==> config.mk <==
export PLATFORM = sky130hd
export DESIGN_NAME = ifetch
export DESIGN_NICKNAME = d
export VERILOG_FILES = /design/src/rtl/mera_pkg.sv /design/src/rtl/bus_timeout.sv /design/src/rtl/ifetch.sv
export SDC_FILE = /design/constraint.sdc
export NUM_CORES = 1
export LEC_CHECK = 0
export CORE_ASPECT_RATIO = 1.5
export CORE_MARGIN = 2
export CORE_UTILIZATION = 41
export CTS_BUF_LIST = sky130_fd_sc_hd__clkbuf_8
export DETAILED_ROUTE_END_ITERATION = 12
export GPL_TIMING_DRIVEN = 0
export PLACE_DENSITY = 0.73
export SYNTH_ARGS = -nofsm -noshare
export SYNTH_HDL_FRONTEND = slang
export SYNTH_HIERARCHICAL = 1
export SYNTH_SLANG_ARGS = --single-unit
==> constraint.sdc <==
create_clock -name clk_sys -period 4.1 [get_ports clk_sys]
set_input_delay 0.82 -clock clk_sys [delete_from_list [all_inputs] [get_ports clk_sys]]
set_output_delay 0.82 -clock clk_sys [all_outputs]
set_load 0.02 [all_outputs]
==> src/rtl/mera_pkg.sv <==
// Shared definitions for the instruction fetch unit: FSM encoding, timeout default,
// and the instruction-format helper used to detect two-word instructions.
package mera_pkg;

  typedef enum logic [2:0] {
    S_IDLE      = 3'd0,
    S_FETCH_OP  = 3'd1,
    S_LOAD_IR   = 3'd2,
    S_FETCH_ARG = 3'd3,
    S_DONE      = 3'd4
  } ifetch_state_t;

  localparam int TIMEOUT_CYCLES_DEF = 16;
  localparam int TO_W = 5;

  // Word bits are numbered MSB-first (bit 0 = MSB), so the C field 13..15 is [2:0] here.
  function automatic logic is_two_word(input logic [15:0] word);
    return word[2:0] == 3'b000;
  endfunction

endpackage

==> src/rtl/bus_timeout.sv <==
// Bus request watchdog: counts cycles a request waits unanswered and flags
// the cycle in which the TIMEOUT_CYCLES-th unanswered cycle occurs.
module bus_timeout
  import mera_pkg::*;
#(
  parameter int TIMEOUT_CYCLES = TIMEOUT_CYCLES_DEF
) (
  input  logic clk_sys,
  input  logic rst,
  input  logic run,
  input  logic clear,
  output logic expired
);

  logic [TO_W-1:0] r_count;

  always_ff @(posedge clk_sys) begin
    if (rst || clear) begin
      r_count <= '0;
    end else if (run) begin
      r_count <= r_count + 1'b1;
    end
  end

  // Expires during the last unanswered cycle so the requester can drop mem_req at its end.
  assign expired = run && (r_count == TO_W'(TIMEOUT_CYCLES - 1));

endmodule

==> src/rtl/ifetch.sv <==
// Instruction fetch unit: reads the opcode word (and an argument word for C=0),
// strobes the instruction register, reports ic_out. Optional prefetch: IFETCH_PREFETCH_EN.
module ifetch
  import mera_pkg::*;
#(
  parameter int TIMEOUT_CYCLES = TIMEOUT_CYCLES_DEF
) (
  input  logic          clk_sys,
  input  logic          rst,
  input  logic          start,
  input  logic [15:0]   ic_in,
  input  logic [3:0]    nb_in,
  input  logic          flush,
  output logic          mem_req,
  output logic [15:0]   mem_addr,
  output logic [3:0]    mem_nb,
  input  logic          mem_ok,
  input  logic [15:0]   mem_data,
  output logic [15:0]   w,
  output logic          w_ir,
  output logic          strob1,
  output logic [15:0]   arg,
  output logic          arg_valid,
  output logic [15:0]   ic_out,
  output logic          busy,
  output logic          done,
  output logic          alarm,
  output ifetch_state_t dbg_state
);

  ifetch_state_t r_state;
  logic [15:0]   r_ic, r_mem_addr, r_w, r_arg, r_ic_out;
  logic [3:0]    r_nb;
  logic          r_mem_req, r_ir, r_arg_valid, r_done, r_alarm;
  logic          w_ok, w_expired;

`ifdef IFETCH_PREFETCH_EN
  logic          r_pf_active, r_pf_valid;
  logic [15:0]   r_pf_addr, r_pf_data;
  logic [3:0]    r_pf_nb;
`else
  logic          w_unused;
  assign w_unused = flush;
`endif

  // mem_ok only counts while a request is actually on the bus.
  assign w_ok = r_mem_req && mem_ok;

  bus_timeout #(.TIMEOUT_CYCLES(TIMEOUT_CYCLES)) u_timeout (
    .clk_sys (clk_sys),
    .rst     (rst),
    .run     (r_mem_req && !mem_ok),
    .clear   (!r_mem_req),
    .expired (w_expired)
  );

  always_ff @(posedge clk_sys) begin
    if (rst) begin
      r_state     <= S_IDLE;
      r_ic        <= '0;
      r_nb        <= '0;
      r_mem_req   <= 1'b0;
      r_mem_addr  <= '0;
      r_w         <= '0;
      r_ir        <= 1'b0;
      r_arg       <= '0;
      r_arg_valid <= 1'b0;
      r_ic_out    <= '0;
      r_done      <= 1'b0;
      r_alarm     <= 1'b0;
`ifdef IFETCH_PREFETCH_EN
      r_pf_active <= 1'b0;
      r_pf_valid  <= 1'b0;
      r_pf_addr   <= '0;
      r_pf_data   <= '0;
      r_pf_nb     <= '0;
`endif
    end else begin
      r_ir   <= 1'b0;
      r_done <= 1'b0;
      case (r_state)
        S_IDLE: begin
`ifdef IFETCH_PREFETCH_EN
          if (flush) begin
            r_pf_valid  <= 1'b0;
            r_pf_active <= 1'b0;
            r_mem_req   <= 1'b0;
          end else if (r_pf_active && !start) begin
            if (w_ok) begin
              r_pf_data   <= mem_data;
              r_pf_valid  <= 1'b1;
              r_pf_active <= 1'b0;
              r_mem_req   <= 1'b0;
            end else if (w_expired) begin
              r_pf_active <= 1'b0;
              r_mem_req   <= 1'b0;
            end
          end
`endif
          if (start) begin
            r_ic        <= ic_in;
            r_nb        <= nb_in;
            r_mem_addr  <= ic_in;
            r_alarm     <= 1'b0;
            r_arg_valid <= 1'b0;
`ifdef IFETCH_PREFETCH_EN
            r_pf_valid  <= 1'b0;
            r_pf_active <= 1'b0;
            if (r_pf_valid && !flush && ic_in == r_pf_addr && nb_in == r_pf_nb) begin
              r_w       <= r_pf_data;
              r_ir      <= 1'b1;
              r_mem_req <= 1'b0;
              r_state   <= S_LOAD_IR;
            end else begin
              // An aborted prefetch leaves the bus idle for one cycle before the real request.
              r_mem_req <= !r_pf_active;
              r_state   <= S_FETCH_OP;
            end
`else
            r_mem_req   <= 1'b1;
            r_state     <= S_FETCH_OP;
`endif
          end
        end
        S_FETCH_OP: begin
          if (!r_mem_req) begin
            r_mem_req <= 1'b1;
          end else if (w_ok) begin
            r_w       <= mem_data;
            r_ir      <= 1'b1;
            r_mem_req <= 1'b0;
            r_state   <= S_LOAD_IR;
          end else if (w_expired) begin
            r_mem_req <= 1'b0;
            r_alarm   <= 1'b1;
            r_done    <= 1'b1;
            r_ic_out  <= r_ic;
            r_state   <= S_DONE;
          end
        end
        S_LOAD_IR: begin
          r_ic <= r_ic + 16'd1;
          if (is_two_word(r_w)) begin
            r_mem_addr <= r_ic + 16'd1;
            r_mem_req  <= 1'b1;
            r_state    <= S_FETCH_ARG;
          end else begin
            r_done   <= 1'b1;
            r_ic_out <= r_ic + 16'd1;
            r_state  <= S_DONE;
          end
        end
        S_FETCH_ARG: begin
          if (w_ok) begin
            r_arg       <= mem_data;
            r_arg_valid <= 1'b1;
            r_ic        <= r_ic + 16'd1;
            r_mem_req   <= 1'b0;
            r_done      <= 1'b1;
            r_ic_out    <= r_ic + 16'd1;
            r_state     <= S_DONE;
          end else if (w_expired) begin
            r_mem_req <= 1'b0;
            r_alarm   <= 1'b1;
            r_done    <= 1'b1;
            r_ic_out  <= r_ic;
            r_state   <= S_DONE;
          end
        end
        S_DONE: begin
          r_state <= S_IDLE;
`ifdef IFETCH_PREFETCH_EN
          if (!r_alarm) begin
            r_mem_req   <= 1'b1;
            r_mem_addr  <= r_ic;
            r_pf_active <= 1'b1;
            r_pf_addr   <= r_ic;
            r_pf_nb     <= r_nb;
          end
`endif
        end
        default: r_state <= S_IDLE;
      endcase
    end
  end

  assign mem_req   = r_mem_req;
  assign mem_addr  = r_mem_addr;
  assign mem_nb    = r_nb;
  assign w         = r_w;
  assign w_ir      = r_ir;
  assign strob1    = r_ir;
  assign arg       = r_arg;
  assign arg_valid = r_arg_valid;
  assign ic_out    = r_ic_out;
  assign busy      = (r_state != S_IDLE);
  assign done      = r_done;
  assign alarm     = r_alarm;
  assign dbg_state = r_state;

endmodule

Yosys cells after proc, flatten, opt, wreduce, memory -nomap -nowiden
Index checks and enable logic that the tools add are counted.
{"block": "word_totals", "reg_bits": 97, "input_bits": 41}
{"block": "classes", "add_sub_neg": 2, "eq_ne": 11, "muxes": 40, "bitwise": 2, "n_reduce_logical": 26}
{"cell": "2-to-1 mux 16 bit", "count": 8}
{"cell": "case mux 16 bit (3 select lines)", "count": 2}
{"cell": "case mux 16 bit (2 select lines)", "count": 1}
{"cell": "2-to-1 mux 1 bit", "count": 18}
{"cell": "2-to-1 mux 3 bit", "count": 6}
{"cell": "adder 16 x 1 -> 16 bit (second input constant)", "count": 1}
{"cell": "AND reduction 3 bit", "count": 5}
{"cell": "!= test 2 bit (second input constant)", "count": 6}
{"cell": "case mux 3 bit (4 select lines)", "count": 1}
{"cell": "nonzero test 3 bit", "count": 4}
{"cell": "AND reduction 4 bit", "count": 2}
{"cell": "equality test 3 x 2 -> 1 bit (second input constant)", "count": 2}
{"cell": "logical NOT 3 bit", "count": 2}
{"cell": "case mux 1 bit (3 select lines)", "count": 2}
{"cell": "AND reduction 2 bit", "count": 3}
{"cell": "adder 5 x 1 -> 5 bit (second input constant)", "count": 1}
{"cell": "equality test 5 x 4 -> 1 bit (second input constant)", "count": 1}
{"cell": "case mux 1 bit (4 select lines)", "count": 1}
{"cell": "nonzero test 2 bit", "count": 2}
{"cell": "nonzero test 4 bit", "count": 1}
{"cell": "equality test 3 x 1 -> 1 bit (second input constant)", "count": 1}
{"cell": "logical AND 1 bit", "count": 3}
{"cell": "!= test 3 x 2 -> 1 bit (second input constant)", "count": 1}
{"cell": "OR reduction 3 bit", "count": 1}
{"cell": "4 further kinds", "count": 6}

Longest topological paths before layout
{"block": "logic_depth", "ltp_word": 7, "mapped_depth": 10}

Modules after synthesis
Netlist, hierarchy kept.
{"module": "ifetch", "instances": 1, "cells_each": 560, "area_per_inst_um2": 4380.5}
{"module": "bus_timeout", "instances": 1, "cells_each": 25, "area_per_inst_um2": 272.8}

Worst setup path before layout
OpenSTA, ideal clock, no wires.
{"block": "synth_path", "path_type": "in2reg", "from": "input port mem_ok", "to": "register r_mem_req (netlist: mem_req)", "t_arrival_ps": 2171, "slack_ps": 1802, "path_stages": 8, "cell_sequence": "nor2_1 -> buf_6 -> and2_1 -> clkbuf_1 -> nor2_1 -> a2111oi_2 -> mux2i_1 -> nor2_1"}
{"block": "synth_between", "elab_chain_len": 7}
{"element": "start: declaration", "line": "ifetch.sv:17", "source": "input logic mem_ok,"}
{"element": "logical NOT 1 bit (*)", "line": "ifetch.sv:52", "source": ".run (r_mem_req && !mem_ok),"}
{"element": "logical AND 1 bit (*)", "line": "ifetch.sv:52"}
{"element": "logical AND 1 bit (*)", "line": "bus_timeout.sv:26", "source": "assign expired = run && (r_count == TO_W'(TIMEOUT_CYCLES - 1));"}
{"element": "net w_expired", "line": "ifetch.sv:35", "source": "logic w_ok, w_expired;"}
{"element": "2-to-1 mux 1 bit", "line": "ifetch.sv:133", "source": "end else if (w_expired) begin"}
{"element": "2-to-1 mux 1 bit", "line": "ifetch.sv:128", "source": "end else if (w_ok) begin"}
{"element": "2-to-1 mux 1 bit", "line": "ifetch.sv:126", "source": "if (!r_mem_req) begin"}
{"element": "case mux 1 bit (4 select lines)", "line": "ifetch.sv:81", "source": "case (r_state)"}
{"element": "end signal: assignment", "line": "ifetch.sv:127", "source": "r_mem_req <= 1'b1;"}
{"element": "end signal: assignment", "line": "ifetch.sv:131", "source": "r_mem_req <= 1'b0;"}
{"element": "end signal: assignment", "line": "ifetch.sv:134", "source": "r_mem_req <= 1'b0;"}
{"element": "end: declaration", "line": "ifetch.sv:34", "source": "logic r_mem_req, r_ir, r_arg_valid, r_done, r_alarm;"}
Mark *: on every way through the listed nets, which the timed path passes. The rest lies on a longest branch.
A chain may end at the register's enable or synchronous reset.

Worst setup path in the final report
Same ends and word-level chain as after synthesis.

==> impl_metrics.tcl <==
set metrics [dict create \
    synth_top_area_share_pct 41.7 \
    area_growth_pct 33.5 \
    nNetsFinal 757 \
    crit_type "primary input to flop" \
    cp.required_ns 4.34 \
    core_um2 11100 \
    muxShareOfSynthArea_pct 1.61 \
    busiest_layer "met2" \
    gr-usage-all-layers_pct 23.6 \
    met2_usage_pct 42.1 \
    synth_edf_count 0 \
    wire_per_inst_um 16.9 \
    die_w_um 91.0 \
    synth_top_family_by_area "simple AND/OR/NAND/NOR gates" \
    use_met3_pct 6.92 \
    grt_setup_unrepaired "no" \
    path_clk_slew_ns 0.10 \
    rows 47 \
    cts_hold_buf 0 \
    ctsHtreeMaxLevel 3 \
    ys_top_cells_by_count "107 x nand2_1, 97 x dfxtp_1, 67 x a21oi_1" \
    finClkSkew_ns 0.0146 \
    fillerInstances 1103 \
    p_per_area_nw_per_um2 325 \
    cts_setup_buffers 0 \
    start_kind "primary input" \
    cts_sinks 97 \
    crit_fanout 10 \
    drc 0 \
    cp_top_family "buffers and inverters" \
    die_y_um 134 \
    period_share_pct 70.6 \
    syn_avg_cell_area_um2 7.95 \
    routed_via_density 5.59 \
    cp_cell_sequence "clkdlybuf4s50_1, nor2_1, buf_6, and2_1, clkbuf_1, nor2_1, a2111oi_2, mux2i_1, nor2_1" \
    synth_area_leader_cell "dfxtp_1" \
    gp_congestion 0.903 \
    die-area_um2 12200 \
    antenna_cells 0 \
    io_buffers 117 \
    irDropWorstVdd_mv 0.205 \
    hold_slack_ns 0.457 \
    crit_buf_inv 3 \
    grt_pass1_vias 4597 \
    routed_wl_mm 14.6 \
    cp.arrival_ns 3.14 \
    grt_pass1_wl_mm 23.0 \
    crit_top_cell "nor2_1" \
    drv_slew 0 \
    final_antenna_net_count 0 \
    tns_ns 0 \
    synth_fp_nets 629 \
    worstMarginPinSlew_ns 0.743 \
    synth_compound_area_share_pct 23.1 \
    vias 4839 \
    worst_slew_margin_rel_pct 50.4 \
    grt-ovfl-total 0 \
    synth-seq-cells 97 \
    yosys_warnings 6 \
    drtIter0Drc 408 \
    synth-xor-area-share_pct 2.45 \
    cts_buffer_depth 2 \
    grt_max_degree 21 \
    start_util_pct 42.1 \
    p_leak_nw 2.15 \
    dr.pass1.iters 5 \
    yosysUniqueCellTypes 65 \
    yosysMostFrequentCell "nand2_1" \
    final_area_um2 6210 \
    cp_slowest_cell "clkdlybuf4s50_1" \
    async_flop_share_pct 0 \
    final.min_clock_period_ns 2.89 \
    antenna_found_initial 0 \
    postSynthCellCount 585 \
    io_pins 119 \
    max_stage_delay_ns 0.57 \
    cts-root-buf "clkbuf_8" \
    drive_gt1_share_pct 7.38 \
    critPathCaptureType "flop" \
    syn_area_um2 4650 \
    dpl.hpwl_mm 11.1 \
    outcome "complete, no violations" \
    clk-insertion-delay-late_ns 0.38 \
    hp-class "flop to flop" \
    synth_simple_gate_area_share_pct 25.4 \
    synthTopCellsByArea "dfxtp_1 42%, nand2_1 8.6%, a21oi_1 7.2%" \
    placed_area_um2 6010 \
    ctsResizeCount 0 \
    max_freq_mhz 346 \
    final-setup-viol-count 0 \
    synth-main-ff-cell "dfxtp_1" \
    cts_tree "done" \
    gr-usage-met1_pct 25.4 \
    numCtsBuffers 9 \
    hold_viol 0 \
    synth_seq_area_share_pct 41.7 \
    synthAdderAreaFrac_pct 0.807 \
    cap_violations 0 \
]
layout make-up:
cell class / instances / area (um^2) / share of cell area (%)
Multi-Input combinational cell: 434 / 2480 / 39.9
Sequential cell: 97 / 1940 / 31.3
Timing Repair Buffer: 117 / 1170 / 18.8
Buffer: 43 / 190 / 3.06
Tap cell: 147 / 184 / 2.96
Clock buffer: 9 / 124 / 1.99
Clock inverter: 7 / 81.3 / 1.31
Inverter: 11 / 41.3 / 0.665
stage by stage:
step           setup slack [ns]  power [mW]  std cells  util, %
6_report                   1.21        2.02        865     56.2
5_1_grt                    1.12        2.11        865     56.2
4_1_cts                    1.24        2.03        865     56.2
3_5_place_dp              0.837        1.40        849     54.3
3_3_place_gp              0.841        1.39        849     54.3
2_1_floorplan              1.80        1.24        585        -
cells by family (layout without fill, tap and decap cells):
family,after synthesis,count (layout)
simple gates,241,241
compound gates,170,170
flops,97,97
buf+inv,54,187
xor+xnor,13,13
mux,7,7
fa+ha+maj,3,3
sequential cells by signal, indices dropped and copies added, names as in the netlist, 3 cells and up:
signal and count:
w 16, mem_addr 16, u_timeout/r_count 5, mem_nb 4, r_ic 16, arg 16
dbg_state 3, ic_out 16
cells in the final DEF (no fill, tap or decap), types with 3 or more instances in the layout:
master | netlist | layout
inv_1 | 11 | 11
nand4_1 | 5 | 5
or3_1 | 6 | 6
buf_2 | 13 | 13
a31oi_1 | 4 | 4
and3_1 | 3 | 3
nor3_1 | 15 | 15
a21oi_1 | 67 | 67
clkdlybuf4s50_1 | 0 | 117
dfxtp_1 | 97 | 97
a22o_1 | 3 | 3
a211o_1 | 5 | 5
and2_1 | 3 | 3
o2bb2ai_1 | 6 | 6
nand2_1 | 107 | 107
nor4_4 | 3 | 3
a22oi_1 | 16 | 16
or2_2 | 4 | 4
a211oi_1 | 5 | 5
xnor2_1 | 11 | 11
nand2b_1 | 4 | 4
a2bb2oi_1 | 3 | 3
a32oi_1 | 3 | 3
nand3_1 | 12 | 12
nor2_1 | 61 | 61
mux2i_1 | 6 | 6
o21ai_0 | 35 | 35
ha_1 | 3 | 3
clkbuf_8 | 0 | 9
clkbuf_1 | 27 | 27
worst min-delay path: cells and delay by family (launching register included):
family | cells | cell delay (ns)
and+or+nand+nor | 1 | 0.05
DFF | 1 | 0.32
AOI/OAI and AO/OA | 1 | 0.05
final timing paths:
kind	startpoint	to	slack, ns	cells past startpoint
worst min-delay path	mem_addr[6]	mem_addr[6]	0.46	2
worst max-delay path	mem_ok	mem_req	1.21	9
worst min register to register	mem_addr[6]	mem_addr[6]	0.46	2
worst max register to register	mem_req	mem_req	1.60	10
where the power goes:
group	internal [mW]	switching [mW]
logic	0.157	0.212
clock network	0.244	0.395
registers	0.980	0.0331
layer usage:
layer | vias to the layer above | share of wire, %
li1 | 2307 | -
met1 | 2243 | 36
met2 | 250 | 51
met3 | 39 | 9.8
met4 | 0 | 3.0
met5 | - | 0
(Power assumes the default switching activity.)
